### src/rtl/ceyloniac_alu_operand_sel_pipe.sv
// Registered ALU B-operand select stage: N-way source select, immediate extend modes,
// one-deep output register backed by a one-entry skid buffer on a valid/ready handshake.
module ceyloniac_alu_operand_sel_pipe #(
  parameter int unsigned ALU_DATA_WIDTH = 32,
  parameter int unsigned NUM_INPUTS     = 8,
  parameter int unsigned SEL_WIDTH      = 3,
  parameter int unsigned IMM_WIDTH      = 16
) (
  input  logic                                 clk,
  input  logic                                 reset,
  input  logic [SEL_WIDTH-1:0]                 alu_src_sel,
  input  logic [1:0]                           ext_mode,
  input  logic [NUM_INPUTS*ALU_DATA_WIDTH-1:0] mux_in,
  input  logic                                 in_valid,
  output logic                                 in_ready,
  output logic [ALU_DATA_WIDTH-1:0]            out_data,
  output logic                                 out_valid,
  input  logic                                 out_ready,
  output logic                                 sel_err,
  input  logic                                 err_clr
);

  localparam int unsigned ExtWidth = ALU_DATA_WIDTH - IMM_WIDTH;

  typedef enum logic [1:0] {
    ExtPass     = 2'b00,
    ExtSign     = 2'b01,
    ExtZero     = 2'b10,
    ExtSignShl2 = 2'b11
  } ext_mode_e;

  logic [ALU_DATA_WIDTH-1:0] raw;
  logic [IMM_WIDTH-1:0]      imm;
  logic [ALU_DATA_WIDTH-1:0] imm_sext;
  logic [ALU_DATA_WIDTH-1:0] imm_zext;
  logic [ALU_DATA_WIDTH-1:0] result;
  logic                      sel_bad;

  logic                      out_valid_q, out_valid_d;
  logic [ALU_DATA_WIDTH-1:0] out_data_q, out_data_d;
  logic                      skid_valid_q, skid_valid_d;
  logic [ALU_DATA_WIDTH-1:0] skid_data_q, skid_data_d;
  logic                      sel_err_q, sel_err_d;

  logic                      accept;
  logic                      out_free;

  // Out-of-range selects read as zero rather than aliasing onto a real source.
  always_comb begin
    raw = '0;
    for (int unsigned k = 0; k < NUM_INPUTS; k++) begin
      if (32'(alu_src_sel) == k) begin
        raw = mux_in[k*ALU_DATA_WIDTH +: ALU_DATA_WIDTH];
      end
    end
  end

  assign sel_bad  = 32'(alu_src_sel) >= NUM_INPUTS;
  assign imm      = raw[IMM_WIDTH-1:0];
  assign imm_sext = {{ExtWidth{imm[IMM_WIDTH-1]}}, imm};
  assign imm_zext = {{ExtWidth{1'b0}}, imm};

  always_comb begin
    result = raw;
    case (ext_mode_e'(ext_mode))
      ExtPass:     result = raw;
      ExtSign:     result = imm_sext;
      ExtZero:     result = imm_zext;
      ExtSignShl2: result = imm_sext << 2;
      default:     result = raw;
    endcase
  end

  assign in_ready = !reset && !skid_valid_q;
  assign accept   = in_valid && in_ready;
  // Output register can take new content when it is empty or being drained this edge.
  assign out_free = !out_valid_q || out_ready;

  always_comb begin
    out_valid_d  = out_valid_q;
    out_data_d   = out_data_q;
    skid_valid_d = skid_valid_q;
    skid_data_d  = skid_data_q;

    if (out_free) begin
      if (skid_valid_q) begin
        // in_ready is low whenever skid is occupied, so nothing new arrives here.
        out_valid_d  = 1'b1;
        out_data_d   = skid_data_q;
        skid_valid_d = 1'b0;
      end else if (accept) begin
        out_valid_d = 1'b1;
        out_data_d  = result;
      end else begin
        out_valid_d = 1'b0;
      end
    end else if (accept) begin
      skid_valid_d = 1'b1;
      skid_data_d  = result;
    end
  end

  // A set event in the same cycle as a clear takes precedence.
  always_comb begin
    sel_err_d = sel_err_q;
    if (accept && sel_bad) begin
      sel_err_d = 1'b1;
    end else if (err_clr) begin
      sel_err_d = 1'b0;
    end
  end

  always_ff @(posedge clk) begin
    if (reset) begin
      out_valid_q  <= 1'b0;
      out_data_q   <= '0;
      skid_valid_q <= 1'b0;
      skid_data_q  <= '0;
      sel_err_q    <= 1'b0;
    end else begin
      out_valid_q  <= out_valid_d;
      out_data_q   <= out_data_d;
      skid_valid_q <= skid_valid_d;
      skid_data_q  <= skid_data_d;
      sel_err_q    <= sel_err_d;
    end
  end

  assign out_valid = out_valid_q;
  assign out_data  = out_data_q;
  assign sel_err   = sel_err_q;

endmodule

### config.mk
export PLATFORM = sky130hd
export DESIGN_NAME = ceyloniac_alu_operand_sel_pipe
export DESIGN_NICKNAME = d
export VERILOG_FILES = /design/src/rtl/ceyloniac_alu_operand_sel_pipe.sv
export SDC_FILE = /design/constraint.sdc
export NUM_CORES = 1
export LEC_CHECK = 0
export BUFFER_PORTS_ARGS = -buffer_cell sky130_fd_sc_hd__buf_2
export CAP_MARGIN = 20
export CORE_AREA = 8 8 139 141
export CTS_BUF_LIST = sky130_fd_sc_hd__clkbuf_8
export DETAILED_ROUTE_END_ITERATION = 6
export DIE_AREA = 0 0 147 149
export PLACE_DENSITY_LB_ADDON = 0.2
export SETUP_SLACK_MARGIN = 0.15
export SLEW_MARGIN = 20
export SYNTH_ARGS = -nofsm -noshare
export SYNTH_HDL_FRONTEND = slang
export SYNTH_SLANG_ARGS = --single-unit
### constraint.sdc
create_clock -name clk -period 1.71 [get_ports clk]
set_clock_uncertainty 0.15 [all_clocks]
set_input_delay 0.0855 -clock clk [delete_from_list [all_inputs] [get_ports clk]]
set_output_delay 0.0855 -clock clk [all_outputs]
set_load 0.01 [all_outputs]
After elaboration in Yosys (flattened, before gate mapping)
Index checks and enable logic that the tools add are counted.
W data, S select, Z words.
{"block": "word_totals", "output_inout_bits": 35, "regBits": 66, "elab_cells": 40, "inputBits": 266}
{"block": "op_classes", "n_reduce_logical": 12, "eq_ne": 10, "muxes": 13, "bitwise": 1}
{"operator": "$mux W32", "n": 10}
{"operator": "$pmux W32 S4", "n": 1}
{"operator": "$eq A3 B3 Y1 const B", "n": 4}
{"operator": "$eq A3 B2 Y1 const B", "n": 2}
{"operator": "$eq A2 B2 Y1 const B", "n": 2}
{"operator": "$reduce_and A2 Y1", "n": 2}
{"operator": "$eq A3 B1 Y1 const B", "n": 1}
{"operator": "$logic_not A1 Y1", "n": 3}
{"operator": "$logic_not A3 Y1", "n": 1}
{"operator": "$eq A2 B1 Y1 const B", "n": 1}
{"operator": "$logic_and A1 B1 Y1", "n": 2}
{"operator": "$logic_not A2 Y1", "n": 1}
{"operator": "$mux W1", "n": 2}
{"operator": "$reduce_bool A2 Y1", "n": 1}
{"operator": "$reduce_or A2 Y1", "n": 1}
{"operator": "$logic_or A1 B1 Y1", "n": 1}
{"operator": "$not A1 Y1", "n": 1}

Depth between registers and ports, before layout
{"block": "logic_depth", "ltp_word": 12, "depth_mapped": 9, "ltp_nobuf": 5}

Worst setup path before layout
Ideal clock, no wire load.
{"block": "synth_path", "kind": "in2reg", "from": "in alu_src_sel[0]", "to": "reg out_data_q[11], in the netlist out_data[11]", "cell_stages": 6, "arrival_time_ps": 1576, "n_path_buf": 2, "setup_time_ps": 123, "path_slack_ps": -139, "path_cell_list": "buf_6 buf_12 mux4_2 mux4_2 a222oi_1 inv_1"}
{"block": "synth_via", "elab_chain_len": 12}
{"element": "start: declaration", "line": "11", "text": "input logic [SEL_WIDTH-1:0] alu_src_sel,"}
{"element": "$logic_not A3 Y1", "line": "52", "text": "if (32'(alu_src_sel) == k) begin"}
{"element": "$mux W32 (7 in a row)", "line": "52"}
{"element": "$mux W32 (*)", "line": "52"}
{"element": "$pmux W32 S4 (*)", "line": "65", "text": "case (ext_mode_e'(ext_mode))"}
{"element": "$mux W32 (*)", "line": "91", "text": "end else if (accept) begin"}
{"element": "$mux W32 (*)", "line": "86", "text": "if (skid_valid_q) begin"}
{"element": "end signal: assignment", "line": "122", "text": "out_data_q <= out_data_d;"}
{"element": "end: declaration", "line": "40", "text": "logic [ALU_DATA_WIDTH-1:0] out_data_q, out_data_d;"}
Mark *: on every way between the ends. The rest lies on a longest branch, timed or not. The select of a mux whose other input is x is not followed.
A chain may end at the register's enable or synchronous reset.

Final worst setup path
Same ends and word-level chain as after synthesis.

==> impl_metrics.ini <==
[yosys]
netlist_instances = 602
yosys_warnings = 0
flops_latches_synth = 66
synthArstFlopShare = 0
post_synth_num_cell_types = 59
seq_area_frac_synth = 0.262
synth-edff-count = 0
synth.net_count = 868
syn_area_sq_mm = 0.00504
syn_area_per_cell_sq_um = 8.38
synthFlopType = dfxtp_1

[setup_path]
critPathKind = in2reg
timing.critical_path.mode_cell = mux4_2
required_ns = 1.80
timing.critical_path.slowest_cell_delay_ns = 0.51
timing.critical_path.fanout_max = 8
slowest_stage = mux4_2
critPathLaunchType = input port
path_cells = buf_12, buf_8, mux4_2, mux4_2, a222oi_1, inv_1
arrival_ns = 1.66
end_kind = register

[power]
ir_drop_uv = 387
power-per-cell-area_mw_per_mm2 = 603
static-leakage-power_uw = 0.00376

[timing]
finalHoldViolCount = 0
slew-limit-headroom = 0.572
worst_slew_pin_slew_ns = 0.638
final.setup.tns_ns = 0
setup_ws_ns = 0.139
rsz0062_at_grt = true
report.final.slew_viol_count = 0
clock.fmax_ghz = 0.636
fin_crit_ns = 1.57
finalSetupViolCount = 0
finalCritPeriodShare = 0.919

[outcome]
outcome = completed

[drt]
average_wire_per_cell_in_the_routed_design_um = 20.0
drt_iter0_markers = 295
detail_route.wirelength_um = 23700
vias_per_cell = 5.25
total_vias_in_the_final_route = 6224
dr.pass1.iters = 5
drc_errors = 0
number_of_nets_with_antenna_violations_after_routing = 0

[final_layout]
num-fill-cells = 1733
stdcell_count = 1185
final_util = 0.471
area_growth_from_synthesis_to_layout_pct = 59.2
n_antenna_cell = 0
number_of_nets_in_the_layout = 1222
final_layout_size_suffix_gt1_frac = 0.516
layout.cell_area.non_filler_sq_mm = 0.00803

[place]
post-place-ws_ns = -0.417
port-buffer-count = 298
globalplace.congestion = 0.905
detail_placement_hpwl_um = 19500
detailed_place.area_sq_mm = 0.00732
place_inst = 1154

[run]
cap_violations = 0

[floorplanning]
floorplan.core_area_sq_mm = 0.0171
dieWidth_um = 147
die_area_sq_mm = 0.0219
dieHeight_um = 149
num_rows = 48
ios = 301
start_util = 0.296

[cts]
cts_max_path_buffers = 2
cts.htree.levels = 3
clk_root_buffer_cell = clkbuf_8
clock_latency_ns = 0.34
cts_tree = done
tritoncts_num_sinks = 66
clk_pin_slew_ns = 0.07
cts_buffers = 9

[global_routing]
grt.total_usage = 0.199
maximum_number_of_pins_on_one_net_before_global_route_repair = 33
grt_pass1_vias = 6296
antenna_found_initial = 0
grt_overflow_total = 0
grt_pass1_wl_um = 34800

[min_path]
min_path_type = in2reg
cell usage in the layout (no fill, tap or decap), drive strengths merged, types with 4 or more instances in the layout:
cell type / instances
a31oi: 15
nand2b: 6
o22ai: 30
nor2b: 5
mux4: 22
and3: 18
mux2i: 61
or3: 4
inv: 9
a2bb2oi: 16
nor2: 51
a211oi: 27
buf: 398
o31ai: 5
a21oi: 58
clkbuf: 13
nand3b: 13
a22oi: 6
o21ai: 34
dfxtp: 66
and2: 4
nand3: 11
nand2: 31
nor3: 8
timing repair:
action,in CTS,in global routing
resized for setup,25,55
cloned,1,2
endpoints found under the hold margin,3,0
setup buffers,7,4
setup endpoints to repair,62,49
hold buffers,2,0
pin swaps,9,26
registers in the layout (all words and copies together), names as in the netlist:
signal	count
out_valid	1
skid_data_q	32
skid_valid_q	1
out_data	32
worst max-delay path: cells and delay by family:
family	cells	cell delay, ns
AO/OA/AOI/OAI	1	0.26
buffers and inverters	3	0.29
multiplexers	2	1.02
cell usage after synthesis (3+ instances only):
cell | n | share of area
dfxtp_1 | 66 | 0.26
mux2i_1 | 61 | 0.12
a21oi_1 | 58 | 0.058
nor2_1 | 51 | 0.038
clkbuf_1 | 35 | 0.026
o21ai_0 | 32 | 0.032
nand2_1 | 31 | 0.023
o22ai_1 | 30 | 0.037
a211oi_1 | 27 | 0.040
mux4_2 | 20 | 0.089
and3_1 | 18 | 0.022
a2bb2oi_1 | 16 | 0.028
a31oi_1 | 15 | 0.019
buf_2 | 13 | 0.013
nand3b_1 | 13 | 0.019
nand3_1 | 11 | 0.011
buf_4 | 8 | 0.012
inv_1 | 8 | 0.0060
nor3_1 | 7 | 0.0069
a22oi_1 | 6 | 0.0089
nand2b_1 | 6 | 0.0074
nor2b_1 | 5 | 0.0062
o31ai_1 | 5 | 0.0074
and2_1 | 4 | 0.0050
or3_1 | 4 | 0.0050
a221o_1 | 3 | 0.0060
a222oi_1 | 3 | 0.0060
mux2_2 | 3 | 0.0067
cells by family (layout without fill, tap and decap cells):
logic type             Yosys count  after routing  synth area share
multiplexers                    86             86             0.227
AND/OR/NAND/NOR                161            161             0.162
other                            1              1          0.000744
AO/OA/AOI/OAI                  220            220             0.283
buffers and inverters           68            426            0.0645
flip-flops                      66             66             0.262
stage by stage:
stage	hold WS, ns	power, uW
2_1_floorplan	0.120	2510
3_3_place_gp	0.213	3290
3_5_place_dp	0.215	3290
5_1_grt	0.0275	5060
4_1_cts	0.0216	4780
6_report	0.0114	4840
cell type report:
| cell class | count | area, sq um | area share |
|---|---|---|---|
| well taps | 225 | 282 | 0.0351 |
| multi-input cells | 468 | 3660 | 0.456 |
| clock buffers | 10 | 138 | 0.0171 |
| inverters | 8 | 30.0 | 0.00374 |
| clock inverters | 5 | 80.1 | 0.00998 |
| flip-flops and latches | 66 | 1320 | 0.165 |
| repair buffers | 403 | 2510 | 0.313 |
metal layers:
layer / vias to the layer above / GRT usage / wire length [um]
li1: 3044 / - / -
met2: 253 / 0.339 / 11700
met4: 0 / 0.0566 / 364
met5: - / 0 / 0
met3: 23 / 0.0422 / 1490
met1: 2904 / 0.250 / 10200
path summary, 6_finish.rpt:
path | startpoint | endpoint | slack (ns) | depth (start not counted)
worst max-delay path | alu_src_sel[0] | out_data[11]$_SDFFE_PP0P_ | 0.14 | 6
worst min-delay path | in_valid | skid_data_q[3]$_SDFFE_PP0P_ | 0.01 | 3
worst max register to register | out_valid$_SDFFE_PP0P_ | skid_data_q[3]$_SDFFE_PP0P_ | 0.14 | 6
worst min register to register | skid_data_q[5]$_SDFFE_PP0P_ | skid_data_q[5]$_SDFFE_PP0P_ | 0.30 | 2
power breakdown:
| group | internal, uW | switching (uW) |
|---|---|---|
| clock | 850 | 602 |
| combinational | 881 | 832 |
| sequential | 1630 | 46.8 |
No activity file was read; power rests on OpenSTA's default activity.
